File: config.mk
export PLATFORM = sky130hd
export DESIGN_NAME = irq_encoder4
export DESIGN_NICKNAME = d
export VERILOG_FILES = /design/src/rtl/irq_encoder4.sv
export SDC_FILE = /design/constraint.sdc
export NUM_CORES = 1
export LEC_CHECK = 0
export CAP_MARGIN = 20
export CORE_UTILIZATION = 40
export CTS_CLUSTER_DIAMETER = 150
export CTS_CLUSTER_SIZE = 40
export DETAILED_ROUTE_END_ITERATION = 10
export PLACE_DENSITY = 0.71
export SYNTH_ARGS = -nofsm -noshare
export SYNTH_HDL_FRONTEND = slang
export SYNTH_SLANG_ARGS = --single-unit
File: constraint.sdc
create_clock -name clk -period 1.6 [get_ports clk]
set_input_delay 0.24 -clock clk [delete_from_list [all_inputs] [get_ports clk]]
set_output_delay 0.24 -clock clk [all_outputs]
set_load 0.005 [all_outputs]
File: src/rtl/irq_encoder4.sv
// irq_encoder4: 4-source active-low interrupt request encoder.
// Synchronizes nREQ, latches pending requests (edge or level mode), and drives a
// registered active-low nINT plus the {selB,selA} vector of the highest-priority
// enabled source. nIACK from the CPU clears the served pending bit.
// Optional feature: define IRQ_MASK_EN to add the mask_we/mask_d mask register.
module irq_encoder4 #(
  parameter int unsigned SYNC_STAGES = 2,
  parameter bit          EDGE        = 1'b1
) (
  input  logic       clk,
  input  logic       nRST,
  input  logic [3:0] nREQ,
  input  logic       nIACK,
`ifdef IRQ_MASK_EN
  input  logic       mask_we,
  input  logic [3:0] mask_d,
`endif
  output logic       nINT,
  output logic       selA,
  output logic       selB
);

  localparam int unsigned NUM_SRC = 4;
  localparam int unsigned VEC_W   = 2;
  localparam int unsigned SH_W    = SYNC_STAGES * NUM_SRC;

  typedef enum logic [1:0] {
    IDLE   = 2'b00,
    ASSERT = 2'b01,
    ACK    = 2'b10
  } stateT;

  logic [SH_W-1:0]    syncSh;
  logic [NUM_SRC-1:0] syncd;
  logic [NUM_SRC-1:0] prevSync;
  logic [NUM_SRC-1:0] fallSet;
  logic [NUM_SRC-1:0] pending;
  logic [NUM_SRC-1:0] pendingNext;
  logic [NUM_SRC-1:0] mask;
  logic [NUM_SRC-1:0] eff;
  logic               effAny;
  logic [VEC_W-1:0]   effVec;
  logic [NUM_SRC-1:0] ackClr;
  logic [NUM_SRC-1:0] clrOneHot;
  logic [VEC_W-1:0]   vecQ;
  logic [VEC_W-1:0]   vecNext;
  logic               nIntNext;
  stateT              state;
  stateT              stateNext;

  // Synchronizer shift chain; the oldest slice is the synced request level
  always_ff @(posedge clk or negedge nRST) begin
    if (!nRST) begin
      syncSh   <= '1;
      prevSync <= '1;
    end else begin
      syncSh   <= {syncSh[SH_W-NUM_SRC-1:0], nREQ};
      prevSync <= syncd;
    end
  end

  assign syncd   = syncSh[SH_W-1 -: NUM_SRC];
  assign fallSet = prevSync & ~syncd;

`ifdef IRQ_MASK_EN
  // Source enable mask, written by the CPU
  always_ff @(posedge clk or negedge nRST) begin
    if (!nRST) begin
      mask <= '1;
    end else if (mask_we) begin
      mask <= mask_d;
    end
  end
`else
  assign mask = '1;
`endif

  assign eff    = pending & mask;
  assign effAny = |eff;

  // Lowest set bit of eff wins; 2'b11 doubles as the value when nothing is set
  always_comb begin
    effVec = 2'b11;
    if (eff[0]) begin
      effVec = 2'b00;
    end else if (eff[1]) begin
      effVec = 2'b01;
    end else if (eff[2]) begin
      effVec = 2'b10;
    end
  end

  assign clrOneHot = NUM_SRC'(1) << vecQ;

  // Pending update: a new falling edge beats a same-cycle ack clear
  always_comb begin
    pendingNext = pending;
    if (EDGE) begin
      pendingNext = (pending & ~ackClr) | fallSet;
    end else begin
      pendingNext = ~syncd;
    end
  end

  // Pending register
  always_ff @(posedge clk or negedge nRST) begin
    if (!nRST) begin
      pending <= '0;
    end else begin
      pending <= pendingNext;
    end
  end

  // Next-state, next-output and ack-clear logic
  always_comb begin
    stateNext = state;
    vecNext   = vecQ;
    ackClr    = '0;
    case (state)
      IDLE: begin
        // An ack with nothing asserted is spurious and reports the default vector
        if (!nIACK) begin
          stateNext = ACK;
          vecNext   = 2'b11;
        end else if (effAny) begin
          stateNext = ASSERT;
          vecNext   = effVec;
        end
      end
      ASSERT: begin
        if (!nIACK) begin
          // Freeze the vector the CPU read and clear only that source
          stateNext = ACK;
          if (EDGE) begin
            ackClr = clrOneHot;
          end
        end else if (!effAny) begin
          stateNext = IDLE;
        end else begin
          vecNext = effVec;
        end
      end
      ACK: begin
        if (nIACK) begin
          if (effAny) begin
            stateNext = ASSERT;
            vecNext   = effVec;
          end else begin
            stateNext = IDLE;
          end
        end
      end
      default: begin
        stateNext = IDLE;
      end
    endcase
    nIntNext = (stateNext != ASSERT);
  end

  // State and registered outputs
  always_ff @(posedge clk or negedge nRST) begin
    if (!nRST) begin
      state <= IDLE;
      nINT  <= 1'b1;
      vecQ  <= '0;
    end else begin
      state <= stateNext;
      nINT  <= nIntNext;
      vecQ  <= vecNext;
    end
  end

  assign selA = vecQ[0];
  assign selB = vecQ[1];

endmodule
==> qor.yml <==
outcome:
  status: "finished, final reports clean"
pwr:
  p_leak_nw: 0.463
  power_density_nw_per_um2: 1550
  vdd_ir_drop_max_v: 0.000725
  total_power_mw: 1.69
global_route:
  grt_pass1_wl_um: 2550
  grt_pass1_vias: 615
  antenna_found_initial: 0
  grt_max_degree: 22
  grt-ovfl-total: 0
  grt_use_total: 0.141
clock_network:
  postCtsResizedCells: 0
  postCtsSetupRepairBufs: 0
  worstSkewPairLatency_ps: 290
  cts_buffer_depth: 2
  hold_buffers: 0
  cts.sinks: 21
  numCtsBuffers: 3
  clk_pin_slew_ps: 110
  cts_tree: "done"
  root_buffer: "clkbuf_4"
  h-tree-depth: 1
detailed_routing:
  drt_iter0_markers: 6
  routed_wl_um: 1440
  first_pass_iters: 4
  drc: 0
  route.met3.wl_um: 50
  vias: 604
  vias_per_cell: 5.12
  wl_met2_um: 660
  wl_per_cell_um: 12.2
  top_layer: "met4"
  drtAntennaViolNets: 0
  wl_met1_um: 718
floorplan:
  rows: 16
  die-area_um2: 2450
  start_util: 0.442
  dieHeight_um: 49.5
  core_um2: 2040
  die_width_um: 49.5
  pin_count: 10
setup_path:
  crit_path_end_kind: "flip-flop"
  worstSetupPathType: "flip-flop to flip-flop"
  worstPathArrival_ps: 1740
  crit_fanout: 4
  path_buf_inv: 1
  path_cells: "inv_2 -> ha_2 -> mux2i_1 -> or3_4 -> a221oi_2 -> o22ai_1"
  startpoint_type: "flip-flop"
  worstPathRequired_ps: 1820
  crit_family: "flip-flops"
  cpPeakStageDelay_ps: 440
  cp_slowest_cell: "dfrtp_1"
timing:
  skew_ps: 2.22
  layout_setup_ws_ps: 86.4
  period_minus_slack_ps: 1510
  maxSlewViolCount: 0
  hold_violations: 0
  finalSetupViolCount: 0
  min_period_over_period: 0.946
  rsz0062_at_grt: "no"
  timing.slew.headroom: 0.777
  fmax_ghz: 0.661
  worst_pin_slew_ps: 333
  tns_ps: 0
placed_design:
  dp_hpwl_um: 1050
  place.gp.congestion: 0.873
  placed_cell_area_um2: 1050
  io_buffers: 9
  dp_slack_ps: 25.2
synth:
  syn_nets: 87
  synth.distinct_cells: 23
  postSynthAreaPerCell_um2: 11.9
  ys_seq_elements: 21
  ys_seq_area_frac: 0.600
  yosysWarnings: 0
  syn_inst: 76
  syn-cell-area_um2: 903
cells_and_area:
  multiInputGateArea_um2: 323
  synthToLayoutAreaGrowth_pct: 20.4
  drive_above_1_share: 0.330
  diodes: 0
  stdcell_area_um2: 1090
  post-route-util: 0.532
  fill_cells: 191
  fin_nets: 103
  sequential_cell_area_um2: 543
flow_run:
  maxCapViolations: 0
worst_hold_path:
  hp-class: "input port to asynchronous set/reset pin"
-- state kept, by name (all words and copies together) (netlist names) --
name      flops
state         2
nINT          1
syncSh        8
vecQ          2
prevSync      4
eff           4
-- worst reg2reg max path: cells and delay by family, from the launching register on --
family | cells | cell delay [ps]
DFF | 1 | 440
and+or+nand+nor | 1 | 340
AOI/OAI and AO/OA | 2 | 310
adders and majority gates | 1 | 200
buffers and inverters | 1 | 90
muxes | 1 | 70
-- final timing paths --
kind | startpoint | end | slack, ps | cells after the start
setup / recovery | state[0] | nINT | 90 | 6
hold / removal | nRST | eff[0] | 260 | 2
setup reg to reg | state[0] | nINT | 90 | 6
hold reg to reg | syncSh[2] | syncSh[6] | 360 | 0
max in group asynchronous | nRST | nINT | 1070 | 2
min in group clk | nREQ[3] | syncSh[3] | 330 | 1
-- cells by family after synthesis --
| group | count (synthesis) | share of synthesized area |
|---|---|---|
| adder cells (fa/ha/maj) | 4 | 0.0554 |
| flip-flops | 21 | 0.600 |
| AND/OR/NAND/NOR | 15 | 0.109 |
| multiplexers | 2 | 0.0222 |
| buffers and inverters | 11 | 0.0485 |
| AO/OA/AOI/OAI | 23 | 0.165 |
-- power breakdown --
group          total [mW]  leakage (nW)  internal (mW)  switching, mW
Clock               0.244        0.0177         0.0930          0.151
Combinational       0.660         0.223          0.347          0.313
Sequential          0.784         0.222          0.656          0.127
Total                1.69         0.463           1.10          0.591
-- cells in the final DEF (no fill, tap or decap), types with 3 or more instances in the layout --
cell             instances
inv_1                    7
nor2_1                   3
nand2_1                  4
dfrtp_1                  7
buf_4                    3
clkdlybuf4s50_1          8
dfstp_2                 13
clkbuf_4                 3
o21ai_0                 12
nand3b_1                 3
-- synth_stat cells --
cell type,instances,share of area
a21bo_2,1,0.011
o31ai_1,1,0.0083
nor3b_1,1,0.0083
ha_1,4,0.055
buf_2,2,0.011
nor2_1,3,0.012
nand2_1,4,0.017
nor3_1,2,0.011
dfstp_2,13,0.38
a221oi_2,1,0.017
o22a_1,1,0.0097
o21ai_0,12,0.066
a221oi_1,1,0.0097
inv_1,9,0.037
a21oi_1,2,0.011
a211o_1,1,0.0097
o22ai_1,2,0.014
a211oi_1,1,0.0083
dfrtp_1,8,0.22
mux2i_1,2,0.022
nor4_4,1,0.024
nand3b_1,3,0.025
or3_4,1,0.012
-- stage by stage --
step | hold slack, ps | cells
finish | 265 | 118
global route | 279 | 118
CTS | 259 | 118
detailed placement | 347 | 114
global placement | 345 | 114
floorplan | -55.6 | 76
-- layer usage --
layer,global-route usage,vias to the layer above
met5,0,-
met1,0.181,297
met4,0.0571,0
met2,0.225,12
li1,-,293
met3,0.0370,2
-- area by class of cell --
cell class,count,area share
Multi-Input combinational cell,44,0.297
Timing Repair Buffer,13,0.116
Sequential cell,21,0.499
Inverter,9,0.0311
Tap cell,27,0.0311
Clock buffer,3,0.0207
Clock inverter,1,0.00460
Power figures use the tool's default switching activity.
